**src/rtl/uart_pkg.sv**
```systemverilog
// uart_pkg: shared UART receiver types, baud helper and ASCII constants.
package uart_pkg;
  typedef enum logic [2:0] {IDLE, START, DATA, STOP, RECOVER} uart_state_e;
  function automatic int clks_per_bit(input int clk_freq, input int baud);
    return clk_freq / baud;
  endfunction
  localparam logic [7:0] ASCII_E = 8'h65;
  localparam logic [7:0] ASCII_I = 8'h49;
  localparam logic [7:0] ASCII_LI = 8'h69;
  localparam logic [7:0] ASCII_L = 8'h6C;
  localparam logic [7:0] ASCII_O = 8'h6F;
  localparam logic [7:0] ASCII_U = 8'h75;
  localparam logic [7:0] ASCII_V = 8'h76;
  localparam logic [7:0] ASCII_Y = 8'h79;
endpackage

```
**src/rtl/sync_ff.sv**
```systemverilog
// sync_ff: multi-stage single-bit synchronizer with configurable reset value.
module sync_ff #(
  parameter int   STAGES  = 2,
  parameter logic RST_VAL = 1'b1
) (
  input  logic clk,
  input  logic rst,
  input  logic d,
  output logic q
);
  logic [STAGES-1:0] sr_q, sr_d;
  always_comb sr_d = {sr_q[STAGES-2:0], d};
  always_ff @(posedge clk) sr_q <= rst ? {STAGES{RST_VAL}} : sr_d;
  assign q = sr_q[STAGES-1];
endmodule

```
**src/rtl/uart_rx_byte.sv**
```systemverilog
// uart_rx_byte: 8N1 UART receiver producing one byte per frame with valid/framing-error strobes.
module uart_rx_byte
  import uart_pkg::*;
#(
  parameter int CLK_FREQ    = 50_000_000,
  parameter int BAUD        = 115_200,
  parameter int SYNC_STAGES = 2
) (
  input  logic       clk,
  input  logic       rst,
  input  logic       rx_in,
  output logic [7:0] data_out,
  output logic       data_valid,
  output logic       frame_err,
  output logic       busy
);
  localparam int CLKS_PER_BIT = clks_per_bit(CLK_FREQ, BAUD);
  localparam int HALF_BIT = CLKS_PER_BIT / 2;
  localparam int CW = CLKS_PER_BIT > 1 ? $clog2(CLKS_PER_BIT) : 1;
  localparam logic [CW-1:0] CPB_M1 = CW'(CLKS_PER_BIT - 1);
  localparam logic [CW-1:0] HALF_M1 = CW'(HALF_BIT - 1);
  uart_state_e state_q, state_d;
  logic [CW-1:0] cnt_q, cnt_d;
  logic [2:0] idx_q, idx_d;
  logic [7:0] shreg_q, shreg_d, data_q, data_d;
  logic dv_q, dv_d, fe_q, fe_d, rx_s;
  sync_ff #(.STAGES(SYNC_STAGES), .RST_VAL(1'b1)) u_sync (
    .clk(clk), .rst(rst), .d(rx_in), .q(rx_s)
  );
  always_comb begin
    state_d = state_q;
    cnt_d = cnt_q + CW'(1);
    idx_d = idx_q;
    shreg_d = shreg_q;
    data_d = data_q;
    dv_d = 1'b0;
    fe_d = 1'b0;
    case (state_q)
      IDLE: begin
        cnt_d = '0;
        state_d = rx_s ? IDLE : START;
      end
      START: if (cnt_q == HALF_M1) begin
        cnt_d = '0;
        idx_d = '0;
        state_d = rx_s ? IDLE : DATA;
      end
      DATA: if (cnt_q == CPB_M1) begin
        cnt_d = '0;
        shreg_d = {rx_s, shreg_q[7:1]};
        idx_d = idx_q + 3'd1;
        state_d = idx_q == 3'd7 ? STOP : DATA;
      end
      // Returning to IDLE at the stop midpoint leaves half a bit to catch a back-to-back start edge
      STOP: if (cnt_q == CPB_M1) begin
        cnt_d = '0;
        dv_d = rx_s;
        fe_d = !rx_s;
        data_d = rx_s ? shreg_q : data_q;
        state_d = rx_s ? IDLE : RECOVER;
      end
      RECOVER: begin
        cnt_d = '0;
        state_d = rx_s ? IDLE : RECOVER;
      end
      default: state_d = IDLE;
    endcase
  end
  always_ff @(posedge clk) begin
    if (rst) begin
      state_q <= IDLE;
      cnt_q <= '0;
      idx_q <= '0;
      shreg_q <= '0;
      data_q <= '0;
      dv_q <= 1'b0;
      fe_q <= 1'b0;
    end else begin
      state_q <= state_d;
      cnt_q <= cnt_d;
      idx_q <= idx_d;
      shreg_q <= shreg_d;
      data_q <= data_d;
      dv_q <= dv_d;
      fe_q <= fe_d;
    end
  end
  assign data_out = data_q;
  assign data_valid = dv_q;
  assign frame_err = fe_q;
  assign busy = state_q != IDLE;
endmodule
```
**config.mk**
```make
export PLATFORM = sky130hd
export DESIGN_NAME = uart_rx_byte
export DESIGN_NICKNAME = d
export VERILOG_FILES = /design/src/rtl/uart_pkg.sv /design/src/rtl/sync_ff.sv /design/src/rtl/uart_rx_byte.sv
export SDC_FILE = /design/constraint.sdc
export NUM_CORES = 1
export LEC_CHECK = 0
export ABC_AREA = 1
export ABC_CLOCK_PERIOD_IN_PS = 1320
export CORE_MARGIN = 4
export CORE_UTILIZATION = 35
export CTS_CLUSTER_DIAMETER = 40
export DETAILED_ROUTE_END_ITERATION = 10
export PLACE_DENSITY_LB_ADDON = 0.05
export SLEW_MARGIN = 20
export SYNTH_ARGS = -nofsm -noshare
export SYNTH_HDL_FRONTEND = slang
export SYNTH_SLANG_ARGS = --single-unit
export TNS_END_PERCENT = 20
```
**constraint.sdc**
```tcl
create_clock -name clk -period 1.32 [get_ports clk]
set_input_delay 0.396 -clock clk [delete_from_list [all_inputs] [get_ports clk]]
set_output_delay 0.396 -clock clk [all_outputs]
set_load 0.01 [all_outputs]
```
==> reports/metrics.yaml <==
timing:
  setup_viol: 25
  tns_ns: -1.13
  report.final.slew_viol_count: 0
  maxSlewHeadroom: 0.757
  period_minus_slack_ns: 1.43
  fmax_mhz: 700
  setup_slack_ns: -0.109
  rsz0062_at_grt: "yes"
  period_share: 1.08
  fin_skew_ns: 0.00927
  hold_violations: 0
  tightest_slew_ns: 0.361
clock_tree:
  cts_sinks: 35
  cts-buffers-inserted: 5
  clock_path_buffers: 2
  clk_pin_slew_worst_paths_ns: 0.07
  htree_levels: 2
  clk_latency_ns: 0.28
  root_buffer: "clkbuf_8"
  tritoncts: "yes"
  hold_buffers: 0
routing:
  drtAntennaViolNets: 0
  vias: 1418
  via_per_inst: 4.74
  dr.pass1.iters: 4
  wl_per_cell_um: 11.8
  drt_wl_total_um: 3540
  drc: 0
  drtIter0Drc: 77
logic_synthesis:
  ys_types: 31
  synthCells: 207
  synth_top_family_by_area: "simple AND/OR/NAND/NOR gates"
  synthMuxAreaShare: 0
  synth_xor_area_frac: 0.0218
  avgSynthCellArea_um2: 7.77
  synth_edf_count: 0
  synthFlopType: "dfxtp_1"
  yosysMostFrequentCell: "nand2_1"
  synth-compound-area-share: 0.0739
  yosys_warnings: 0
  synth_adder_area_share: 0.0389
  synth_area_leaders: "dfxtp_1, nand2_1, a21oi_1"
  async_reset_ff_frac: 0
  synth-seq-cells: 35
  synth_commonest_cells: "nand2_1, dfxtp_1, nor2_1, inv_1, a21oi_1"
  ys_seq_area_frac: 0.435
  syn-num-nets: 215
  synth.top_cell.area_share: 0.435
  synth_top_area_cell: "dfxtp_1"
  synthSimpleGateAreaFrac: 0.349
  syn_area_um2: 1610
worst_setup_path:
  required_ns: 1.48
  worstSetupStartpoint: "cnt_q[0]"
  critPathArrivalTime_ns: 1.59
  cp_top_family: "simple AND/OR/NAND/NOR gates"
  crit_path_end: "state_q[0]"
  reg2reg_setup_slack_ns: -0.11
  cp_slowest_cell: "dfxtp_4"
  path_cells: "inv_4, ha_4, nand2_2, nor3_2, nand2_1, nand2_2, buf_6, nand2_1, nand3_1, o21ai_1"
  path_max_fanout: 5
  reg2reg_depth: 10
  endpoint_kind: "flip-flop"
  critPathBufInv: 2
  cpPeakStageDelay_ns: 0.37
  worstSetupPathType: "reg2reg"
  start_kind: "flip-flop"
  r2r_start: "cnt_q[0]"
  cp.depth: 10
  r2r-end: "state_q[0]"
cells_and_area:
  final_util: 0.483
  seqCellArea_um2: 707
  final_cell_area_um2: 2130
  n_fill_cell: 438
  layout-drive-gt1-share: 0.312
  multi_input_area_um2: 851
  antenna_cells: 0
  final_nets: 254
  area_delta_synth_final_pct: 32.6
floorplanning:
  dieHeight_um: 75.8
  die-area_um2: 5750
  die_x_um: 75.8
  top_level_ports: 14
  floorplan.initialDensity: 0.365
  core_um2: 4410
  row_count: 24
power:
  p_leak_nw: 0.891
  fin_total_pwr_mw: 2.00
  seqPwrFrac: 0.542
  power.internal_mw: 1.51
  vdd_ir_drop_max_uv: 495
  power_density_nw_per_um2: 937
  clockPowerShare: 0.369
  netSwitchingFraction: 0.246
  pwr-share-comb: 0.089
  p_sw_uw: 492
placed_design:
  gp_congestion: 0.810
  dpl_cell_area_um2: 1970
  pre_cts_ws_ns: -0.111
  port_buffers: 13
  dpl.hpwl_um: 2710
grt:
  grt_usage: 0.136
  grt_pass1_wl_um: 5850
  grt_pass1_vias: 1337
  grt_max_degree: 19
  overflow: 0
  grt_antenna_before_repair: 0
hold_path:
  hp-class: "reg2reg"
run_status:
  violations: "negative setup slack"
  outcome: "finished, violations left"
flow_run:
  drv_cap: 0
-- per-stage QoR --
| stage | hold slack (ns) | cells |
|---|---|---|
| after floorplan | 0.389 | 207 |
| after global placement | 0.394 | 290 |
| after detailed placement | 0.403 | 290 |
| after CTS | 0.419 | 298 |
| after global routing | 0.448 | 299 |
| final | 0.413 | 299 |
-- worst min path at each step --
stage	slack (ns)	start	endpoint	cells after the start
after floorplan	0.39	u_sync.sr_q[0]	u_sync.sr_q[1]	1
final	0.41	u_sync.sr_q[0]	u_sync.sr_q[1]	1
after global routing	0.45	u_sync.sr_q[0]	u_sync.sr_q[1]	1
after global placement	0.39	u_sync.sr_q[0]	u_sync.sr_q[1]	1
after CTS	0.42	u_sync.sr_q[0]	u_sync.sr_q[1]	1
after detailed placement	0.40	u_sync.sr_q[0]	u_sync.sr_q[1]	1
-- sequential cells by signal, summed over array words and instances (netlist names) --
name         count
shreg_q          8
cnt_q            9
frame_err        1
data_out         8
state_q          3
idx_q            3
u_sync.sr_q      2
data_valid       1
-- area by class of cell --
cell class                      count  share of cell area
Sequential cell                    35               0.331
Clock inverter                      3             0.00704
Timing Repair Buffer               38               0.158
Clock buffer                        5              0.0323
Multi-Input combinational cell    144               0.399
Inverter                           22              0.0422
Tap cell                           52              0.0305
-- power by group through the flow --
| stage | sequential, mW | combinational (mW) | clock (mW) |
|---|---|---|---|
| global placement | 1.10 | 0.163 | 0 |
| global route | 1.08 | 0.197 | 0.819 |
| CTS | 1.08 | 0.167 | 0.771 |
| finish | 1.08 | 0.178 | 0.738 |
| detailed placement | 1.10 | 0.169 | 0 |
| floorplan | 1.10 | 0.0988 | 0 |
-- cell families (layout without fill, tap and decap cells) --
group                      count (synthesis)  after routing
and+or+nand+nor                          112            112
DFF                                       35             35
buffers and inverters                     28             68
AOI/OAI and AO/OA                         23             23
adders and majority gates                  5              5
xor gates and xnor gates                   4              4
-- metal layers --
layer,global-route usage,up-vias,share of wire
li1,-,743,-
met1,0.155,653,0.41
met2,0.241,17,0.54
met3,0.0369,5,0.031
met4,0.0505,0,0.014
met5,0,-,0
-- worst register-to-register path: cells and delay by family, from the launching register on --
family | cells | cell delay [ns]
compound gates | 1 | 0.07
fa+ha+maj | 1 | 0.12
buf+inv | 2 | 0.18
flops | 1 | 0.37
simple gates | 6 | 0.57
-- repair_timing --
action | in CTS | in global routing
gates resized for setup | 22 | 24
setup buffers | 0 | 1
pin swaps | 4 | 10
endpoints found under the setup margin | 40 | 39
-- cell usage in the layout, fill, tap and decap left out --
cell	instances
nand2_1	38
o21ai_1	1
clkinv_2	3
nand3_4	2
nand2_2	8
inv_6	1
xor2_1	3
nor2_2	4
clkbuf_8	5
buf_6	1
nand3_2	2
nand2_4	4
inv_2	5
nor2_4	2
nand4_1	8
dfxtp_1	32
or2_2	3
nand4_2	1
buf_12	2
dlygate4sd2_1	4
or2_0	1
ha_4	1
ha_1	4
dfxtp_4	1
nor2_1	21
nand3b_1	1
buf_4	22
inv_1	15
clkdlybuf4s50_1	2
nand3_1	14
nor3_2	3
inv_4	1
xnor2_1	1
buf_2	1
o21ai_0	3
clkdlybuf4s15_1	6
a21oi_2	3
a21oi_1	16
dfxtp_2	2
Note: power is estimated with default switching activity, not from simulation.
